--- config.mk ---
export PLATFORM = sky130hd
export DESIGN_NAME = bcg_line_fetcher_flat
export DESIGN_NICKNAME = d
export VERILOG_FILES = /design/src/rtl/bcg_line_fetcher_if.sv /design/src/rtl/bcg_line_fetcher.sv /design/src/flat_wrapper.sv
export SDC_FILE = /design/constraint.sdc
export NUM_CORES = 1
export LEC_CHECK = 0
export BUFFER_PORTS_ARGS = -buffer_cell sky130_fd_sc_hd__buf_4
export CORE_MARGIN = 1
export CORE_UTILIZATION = 35
export CTS_CLUSTER_SIZE = 16
export DETAILED_ROUTE_END_ITERATION = 7
export PLACE_DENSITY_LB_ADDON = 0.2
export SYNTH_ARGS = -nofsm -noshare
export SYNTH_HDL_FRONTEND = slang
export SYNTH_SLANG_ARGS = --single-unit
--- constraint.sdc ---
create_clock -name clk -period 5.1 [get_ports clk]
set_clock_uncertainty 0.1 [all_clocks]
set_input_delay 0.765 -clock clk [delete_from_list [all_inputs] [get_ports clk]]
set_output_delay 0.765 -clock clk [all_outputs]
set_load 0.1 [all_outputs]
--- src/rtl/bcg_line_fetcher_if.sv ---
// Fetcher-side bus bundle: byte-VRAM read port, palette nibble read port and
// the outgoing pixel stream towards the line-buffer writer.
interface bcg_line_fetcher_if;
    logic [12:0] raddr;
    logic        rd;
    logic [7:0]  rdata;
    logic        rds;
    logic        rsel;
    logic [3:0]  rdata2;
    logic        pix_valid;
    logic        pix_ready;
    logic [8:0]  pix_x;
    logic [5:0]  pix_color;
    logic        pix_prio;

    modport master (
        output raddr, rd, rds, rsel, pix_valid, pix_x, pix_color, pix_prio,
        input  rdata, rdata2, pix_ready
    );

    modport slave (
        input  raddr, rd, rds, rsel, pix_valid, pix_x, pix_color, pix_prio,
        output rdata, rdata2, pix_ready
    );
endinterface

--- src/rtl/bcg_line_fetcher.sv ---
// Background scan-line fetcher: per tile reads map byte, palette nibble and two
// 2bpp texture bytes, then streams 8 coloured pixels over a valid/ready link.
module bcg_line_fetcher #(
    parameter int TILES = 64
) (
    input  logic                       clk,
    input  logic                       rst,
    input  logic                       line_start,
    input  logic [7:0]                 line_y,
    output logic                       busy,
    output logic                       line_done,
    bcg_line_fetcher_if.master         bus
);

    localparam logic [5:0] LAST_TX = 6'(TILES - 1);

    typedef enum logic [2:0] {IDLE, RMAP, RT0, RT1, LAT, EMIT, DONE} state_t;

    state_t      state, next;
    logic [5:0]  tx;
    logic [4:0]  ty;
    logic [2:0]  yl;
    logic [2:0]  i;
    logic [7:0]  tile;
    logic [3:0]  pal;
    logic [7:0]  b0, b1;
    logic [7:0]  cur_byte;
    logic [1:0]  cur_pix;

    always_ff @(posedge clk or negedge rst) begin
        if (!rst) state <= IDLE;
        else      state <= next;
    end

    // Datapath registers; rdata/rdata2 are only captured in their latch states.
    always_ff @(posedge clk or negedge rst) begin
        if (!rst) begin
            tx   <= '0;
            ty   <= '0;
            yl   <= '0;
            i    <= '0;
            tile <= '0;
            pal  <= '0;
            b0   <= '0;
            b1   <= '0;
        end else begin
            case (state)
                IDLE: if (line_start) begin
                    ty <= line_y[7:3];
                    yl <= line_y[2:0];
                    tx <= '0;
                end
                RT0: begin
                    tile <= bus.rdata;
                    pal  <= bus.rdata2;
                end
                RT1: b0 <= bus.rdata;
                LAT: begin
                    b1 <= bus.rdata;
                    i  <= '0;
                end
                EMIT: if (bus.pix_ready) begin
                    i <= i + 3'd1;
                    if (i == 3'd7 && tx != LAST_TX) tx <= tx + 6'd1;
                end
                default: ;
            endcase
        end
    end

    always_comb begin
        cur_byte = i[2] ? b1 : b0;
        cur_pix  = '0;
        case (i[1:0])
            2'd0: cur_pix = cur_byte[7:6];
            2'd1: cur_pix = cur_byte[5:4];
            2'd2: cur_pix = cur_byte[3:2];
            2'd3: cur_pix = cur_byte[1:0];
            default: ;
        endcase
    end

    // The palette store shares raddr with the map read: it sees the map
    // address together with rsel in the RMAP cycle.
    always_comb begin
        next          = state;
        line_done     = 1'b0;
        bus.raddr     = '0;
        bus.rd        = 1'b0;
        bus.rds       = 1'b0;
        bus.rsel      = 1'b0;
        bus.pix_valid = 1'b0;
        bus.pix_x     = '0;
        bus.pix_color = '0;
        bus.pix_prio  = 1'b0;
        case (state)
            IDLE: if (line_start) next = RMAP;
            RMAP: begin
                bus.rd    = 1'b1;
                bus.rds   = 1'b1;
                bus.rsel  = ~ty[0];
                bus.raddr = {2'b10, tx, ty};
                next      = RT0;
            end
            RT0: begin
                bus.rd    = 1'b1;
                bus.raddr = {2'b01, bus.rdata[6:0], yl, 1'b0};
                next      = RT1;
            end
            RT1: begin
                bus.rd    = 1'b1;
                bus.raddr = {2'b01, tile[6:0], yl, 1'b1};
                next      = LAT;
            end
            LAT: next = EMIT;
            EMIT: begin
                bus.pix_valid = 1'b1;
                bus.pix_x     = {tx, i};
                bus.pix_color = {pal, cur_pix};
                bus.pix_prio  = tile[7];
                if (bus.pix_ready && i == 3'd7)
                    next = (tx == LAST_TX) ? DONE : RMAP;
            end
            DONE: begin
                line_done = 1'b1;
                next      = IDLE;
            end
            default: next = IDLE;
        endcase
    end

    assign busy = (state != IDLE);

endmodule
--- src/flat_wrapper.sv ---
// flat-port wrapper written by rule: the top's interface ports become plain ports
module bcg_line_fetcher_flat 
#(
    parameter int TILES = 64
)
  (clk, rst, line_start, line_y, busy, line_done, bus_raddr, bus_rd, bus_rds, bus_rsel, bus_pix_valid, bus_pix_x, bus_pix_color, bus_pix_prio, bus_rdata, bus_rdata2, bus_pix_ready);
  bcg_line_fetcher_if bus_i ();
  input  logic clk;
  input  logic rst;
  input  logic line_start;
  input  logic [7:0] line_y;
  output logic busy;
  output logic line_done;
  output wire logic [$bits(bus_i.raddr)-1:0] bus_raddr;
  output wire logic [$bits(bus_i.rd)-1:0] bus_rd;
  output wire logic [$bits(bus_i.rds)-1:0] bus_rds;
  output wire logic [$bits(bus_i.rsel)-1:0] bus_rsel;
  output wire logic [$bits(bus_i.pix_valid)-1:0] bus_pix_valid;
  output wire logic [$bits(bus_i.pix_x)-1:0] bus_pix_x;
  output wire logic [$bits(bus_i.pix_color)-1:0] bus_pix_color;
  output wire logic [$bits(bus_i.pix_prio)-1:0] bus_pix_prio;
  input wire logic [$bits(bus_i.rdata)-1:0] bus_rdata;
  input wire logic [$bits(bus_i.rdata2)-1:0] bus_rdata2;
  input wire logic [$bits(bus_i.pix_ready)-1:0] bus_pix_ready;
  assign bus_raddr = bus_i.raddr;
  assign bus_rd = bus_i.rd;
  assign bus_rds = bus_i.rds;
  assign bus_rsel = bus_i.rsel;
  assign bus_pix_valid = bus_i.pix_valid;
  assign bus_pix_x = bus_i.pix_x;
  assign bus_pix_color = bus_i.pix_color;
  assign bus_pix_prio = bus_i.pix_prio;
  assign bus_i.rdata = bus_rdata;
  assign bus_i.rdata2 = bus_rdata2;
  assign bus_i.pix_ready = bus_pix_ready;
  bcg_line_fetcher #(.TILES(TILES)) u_core (.clk(clk), .rst(rst), .line_start(line_start), .line_y(line_y), .busy(busy), .line_done(line_done), .bus(bus_i));
endmodule
Word-level counts from Yosys, hierarchy flattened:

Cells that the tools add are included.

* register bits: 48
* word-level logic and storage cells: 61

* add/sub/neg operators: 2
* bitwise operators: 1
* equal/unequal tests: 16
* reductions and logical operators: 12
* mux-type cells: 21

Operator list (count)
* case mux 13 bit (3 select lines): 1
* 2-to-1 mux 6 bit: 4
* case mux 3 bit (6 select lines): 1
* equality test 3 bit, second input constant: 4
* 2-to-1 mux 3 bit: 4
* case mux 6 bit (2 select lines): 1
* 2-to-1 mux 9 bit: 1
* 2-to-1 mux 8 bit: 1
* case mux 2 bit (4 select lines): 1
* adder 6 x 1 -> 6 bit, second input constant: 1
* equality test 3 x 2 -> 1 bit, second input constant: 2
* equality test 6 bit, second input constant: 1
* 2-to-1 mux 1 bit: 6
* != test 6 bit, second input constant: 1
* case mux 3 bit (2 select lines): 1
* AND reduction 2 bit: 3
* equality test 2 bit, second input constant: 2
* != test 2 x 1 -> 1 bit, second input constant: 2
* != test 2 bit, second input constant: 2
* AND reduction 4 bit: 1
* nonzero test 2 bit: 2
* adder 3 x 1 -> 3 bit, second input constant: 1
* equality test 3 x 1 -> 1 bit, second input constant: 1
* zero test 3 bit: 1
* 6 further kinds: 7

Longest topological paths before layout:

* depth after elaboration: 5
* mapped depth: 7
* gate-level depth less buffers: 6

Worst setup path after synthesis:

No wires, ideal clock.

* kind: reg-to-output
* start: reg u_core.state[0]
* end: out bus_raddr[1]
* cell stages (with the launch flop): 5
* required time: 4235 ps
* buffers on the path: 1
* slack: 1195 ps
* arrival: 3040 ps
* cells stage by stage: dfrtp_1 buf_2 nand2b_1 nor2_1 a22o_1

* longest elaborated chain between the ends: 2
* elaborated cells on any way between the ends: 4
* those cells by class: 3 x eq/ne; 1 x mux

Ends and longest elaborated chain
* start, declared: RTL line bcg_line_fetcher.sv:19 `state_t state, next;`
* start signal, assigned: RTL line bcg_line_fetcher.sv:32 `else state <= next;`
* equality test 3 x 2 -> 1 bit or equality test 3 x 1 -> 1 bit (tied branches): RTL line bcg_line_fetcher.sv:96 `case (state)`
* case mux 13 bit (3 select lines) (*): RTL line bcg_line_fetcher.sv:96
* end, declared: RTL line flat_wrapper.sv:14 `output wire logic [$bits(bus_i.raddr)-1:0] bus_raddr;`

Mark *: on every way between the ends. The rest lies on a longest branch, timed or not.

Worst setup path after layout:

* start: reg u_core.state[0]
* end: out bus_raddr[9]

Same word-level chain as after synthesis.

==> metrics.md <==
| Metric | Value |
|---|---|
| Minimum setup slack after placement | `2.25 ns` |
| Number of flops mapped to enable cells by yosys | `0` |
| Maximum achievable frequency | `311 MHz` |
| Register bit count reported by yosys | `48` |
| Post-layout worst setup margin | `1.88 ns` |
| Number of buffers added by the clock tree synthesis step | `5` |
| Fin crit period | `3.22 ns` |
| Iteration-0 DRC count of the detailed router | `103` |
| Number of gates given a new drive strength after cts | `0` |
| Series of cell instances along the critical path | `nor2b_1 -> a22oi_1 -> nor2_1 -> buf_4` |
| Share of synthesized flip-flops with an asynchronous set or reset | `1.00` |
| Cell type contributing the most total cell area after synthesis | `sky130_fd_sc_hd__dfrtp_1` |
| Unrepaired setup endpoints after global routing | `false` |
| Global-route wire length before repair | `9590 um` |
| Number of pins exceeding their max-slew limit in the final report | `0` |
| Warnings, synthesis | `0` |
| Slew at the pin closest to its max-slew limit | `1.11 ns` |
| Drc violations | `0` |
| Classification of the worst setup path | `register to primary output` |
| Row cnt | `30` |
| TritonCTS clock tree | `yes` |
| Number of buffers on the longest clock path | `2` |
| WL/cell | `15.3 um` |
| Congestion Overflow GR | `0` |
| Most common flop cell mapped by yosys | `sky130_fd_sc_hd__dfrtp_1` |
| Vias in the first global route | `1836` |
| Via/cell ratio | `5.03` |
| Kind of start point of the critical path | `register` |
| Number of buffers inserted by port buffering | `58` |
| DRT Pass-1 Iters | `4` |
| Number of diodes added for antenna fixing | `0` |
| Routed Wire Length | `5770 um` |
| Nets in the synthesized netlist | `about 260` |
| Cells after synthesis | `227` |
| CTS Sinks | `48` |
| Synthesis-to-finish area growth | `23.8%` |
| GP Congestion | `0.740` |
| Crit-path max cell delay | `roughly 0.90 ns` |
| Result of the run | `finished clean` |
| Min-delay worst type | `input pin to async pin` |
| Final #Nets | `311` |
| Number of maximum-capacitance constraint violations | `0` |
| Root Buffer | `sky130_fd_sc_hd__clkbuf_8` |
| Launching instance or port of the critical path | `u_core.state[0]` |
| Post-Route Setup TNS | `0 ns` |
| Avg Synthesized Cell Area | `11.3 um^2` |
| Count of boundary I/O pins | `59` |
| Starting Density | `0.370` |
| Type of destination of the critical path | `primary output` |
| Area of the core | `0.00691 mm^2` |
| Post-synthesis cell type count | `41` |
| GRT Overall Usage | `0.165` |
| Library cell contributing the largest single delay on the critical path | `sky130_fd_sc_hd__dfrtp_1` |
| HPWL after detailed placement | `4150 um` |
| Post-route fraction of the period consumed by the critical path | `0.631` |
| Share of layout cells above drive strength 1 | `0.411` |
| CTS H-tree lvls | `2` |
| Largest net degree at the start of global routing | `49` |
| Arrival @ worst endpoint | `2.35 ns` |
| Number of hold-repair buffers added at the cts stage | `0` |
| Source of the worst register-to-register timing path | `u_core.state[1]` |
| Antenna violations before repair | `0` |
| Combined area of all synthesized cells | `0.00256 mm^2` |
| Area share of the leading cell type in the synthesized netlist | `0.470` |
| Biggest area contributors in the synthesized netlist | `sky130_fd_sc_hd__dfrtp_1 47%, sky130_fd_sc_hd__mux2_2 18%, sky130_fd_sc_hd__ha_1 2.9%` |
| Maximum fanout along the worst path | `23` |
| Buffers and inverters on the worst path | `1` |
| Number of vias after detailed routing | `1901` |
| Final setup violation count | `0` |
| Clock transition at the registers of the reported paths | `0.09 ns` |
| Crit path max-delay family | `flip-flops` |
| Remaining antenna violation count after routing | `0` |
| Req. time, crit path | `4.24 ns` |
| Die outline area | `0.00765 mm^2` |
| Chip Width | `87.5 um` |
| Headroom to the max-slew limit | `0.256` |
| Insertion delay of the later-clocked pin in the worst-skew pair | `0.30 ns` |
| Final-report hold violation count | `0` |
| Area post-placement | `0.00306 mm^2` |
| Fin area | `0.00317 mm^2` |
| Number of buffers inserted by post-CTS setup repair | `0` |
| Share of the yosys chip area belonging to registers | `0.470` |
| Die height | `87.5 um` |
## cell usage after synthesis, types with 4 or more instances
| cell type | instances |
|---|---|
| sky130_fd_sc_hd__a222oi_1 | 4 |
| sky130_fd_sc_hd__a22o_1 | 5 |
| sky130_fd_sc_hd__a22oi_1 | 7 |
| sky130_fd_sc_hd__and2_1 | 10 |
| sky130_fd_sc_hd__buf_2 | 4 |
| sky130_fd_sc_hd__clkbuf_1 | 4 |
| sky130_fd_sc_hd__dfrtp_1 | 48 |
| sky130_fd_sc_hd__ha_1 | 6 |
| sky130_fd_sc_hd__inv_1 | 9 |
| sky130_fd_sc_hd__mux2_2 | 41 |
| sky130_fd_sc_hd__nand2_1 | 14 |
| sky130_fd_sc_hd__nand3_1 | 6 |
| sky130_fd_sc_hd__nor2_1 | 20 |
| sky130_fd_sc_hd__nor2b_1 | 4 |
| sky130_fd_sc_hd__o21ai_0 | 7 |
## flip-flops by register name, indices dropped and copies added (netlist names)
signal        count
u_core.ty         5
u_core.b0         8
u_core.tile       8
u_core.tx         6
u_core.pal        4
u_core.yl         3
u_core.i          3
u_core.state      3
u_core.b1         8
## area by class of cell
class	count	area [um^2]
well taps	96	120
fillers	698	3740
repair buffers	58	435
clock inverters	2	35.0
flip-flops and latches	48	1200
clock buffers	6	72.6
inverters	10	42.5
multi-input cells	158	1260
## logic make-up (layout without fill, tap and decap cells)
| group | count (synthesis) | after routing | share of synthesized area |
|---|---|---|---|
| flops | 48 | 48 | 0.470 |
| buf+inv | 21 | 76 | 0.0377 |
| compound gates | 37 | 37 | 0.116 |
| simple gates | 71 | 71 | 0.144 |
| fa+ha+maj | 6 | 6 | 0.0294 |
| mux | 44 | 44 | 0.202 |
## final timing paths
check | to | cells after the start | slack, ns
hold / removal | u_core.b1[5] | 1 | 0.38
setup / recovery | bus_raddr[9] | 4 | 1.88
setup reg to reg | u_core.tile[0] | 3 | 2.39
hold reg to reg | u_core.pal[3] | 1 | 0.41
min in group clk | u_core.pal[3] | 1 | 0.41
max in group asynchronous | u_core.ty[3] | 1 | 4.10
## cell usage in the layout, fill, tap and decap left out, types with 3 or more instances in the layout
cell type | Yosys | final
sky130_fd_sc_hd__ha_1 | 6 | 6
sky130_fd_sc_hd__inv_1 | 9 | 9
sky130_fd_sc_hd__a22o_1 | 5 | 5
sky130_fd_sc_hd__and2_1 | 10 | 10
sky130_fd_sc_hd__o21ai_0 | 7 | 7
sky130_fd_sc_hd__mux2_2 | 41 | 41
sky130_fd_sc_hd__nand2b_1 | 3 | 3
sky130_fd_sc_hd__nor2b_1 | 4 | 4
sky130_fd_sc_hd__a222oi_1 | 4 | 4
sky130_fd_sc_hd__nand2_1 | 14 | 14
sky130_fd_sc_hd__buf_4 | 2 | 58
sky130_fd_sc_hd__nor2_1 | 20 | 20
sky130_fd_sc_hd__dfrtp_1 | 48 | 48
sky130_fd_sc_hd__o22a_1 | 3 | 3
sky130_fd_sc_hd__a22oi_1 | 7 | 7
sky130_fd_sc_hd__clkbuf_8 | 0 | 5
sky130_fd_sc_hd__nand3_1 | 6 | 6
sky130_fd_sc_hd__nor3_1 | 3 | 3
sky130_fd_sc_hd__a21o_1 | 3 | 3
## routing by layer
metal,wire length [um],track usage
met3,266,0.0370
met5,0,0
met2,2840,0.252
met4,38,0.0492
met1,2630,0.232
## metrics by stage
| stage | utilization | std cells | hold WS (ns) |
|---|---|---|---|
| final | 0.458 | 378 | 0.377 |
| after global routing | 0.458 | 378 | 0.416 |
| after CTS | 0.458 | 378 | 0.398 |
| after detailed placement | 0.443 | 370 | 0.391 |
| after global placement | 0.443 | 370 | 0.384 |
| after floorplan | - | 227 | 0.369 |
Power is left out: the tool's default activity adds up to more than one toggle a clock period on the data nets, which glitch-free logic cannot reach.
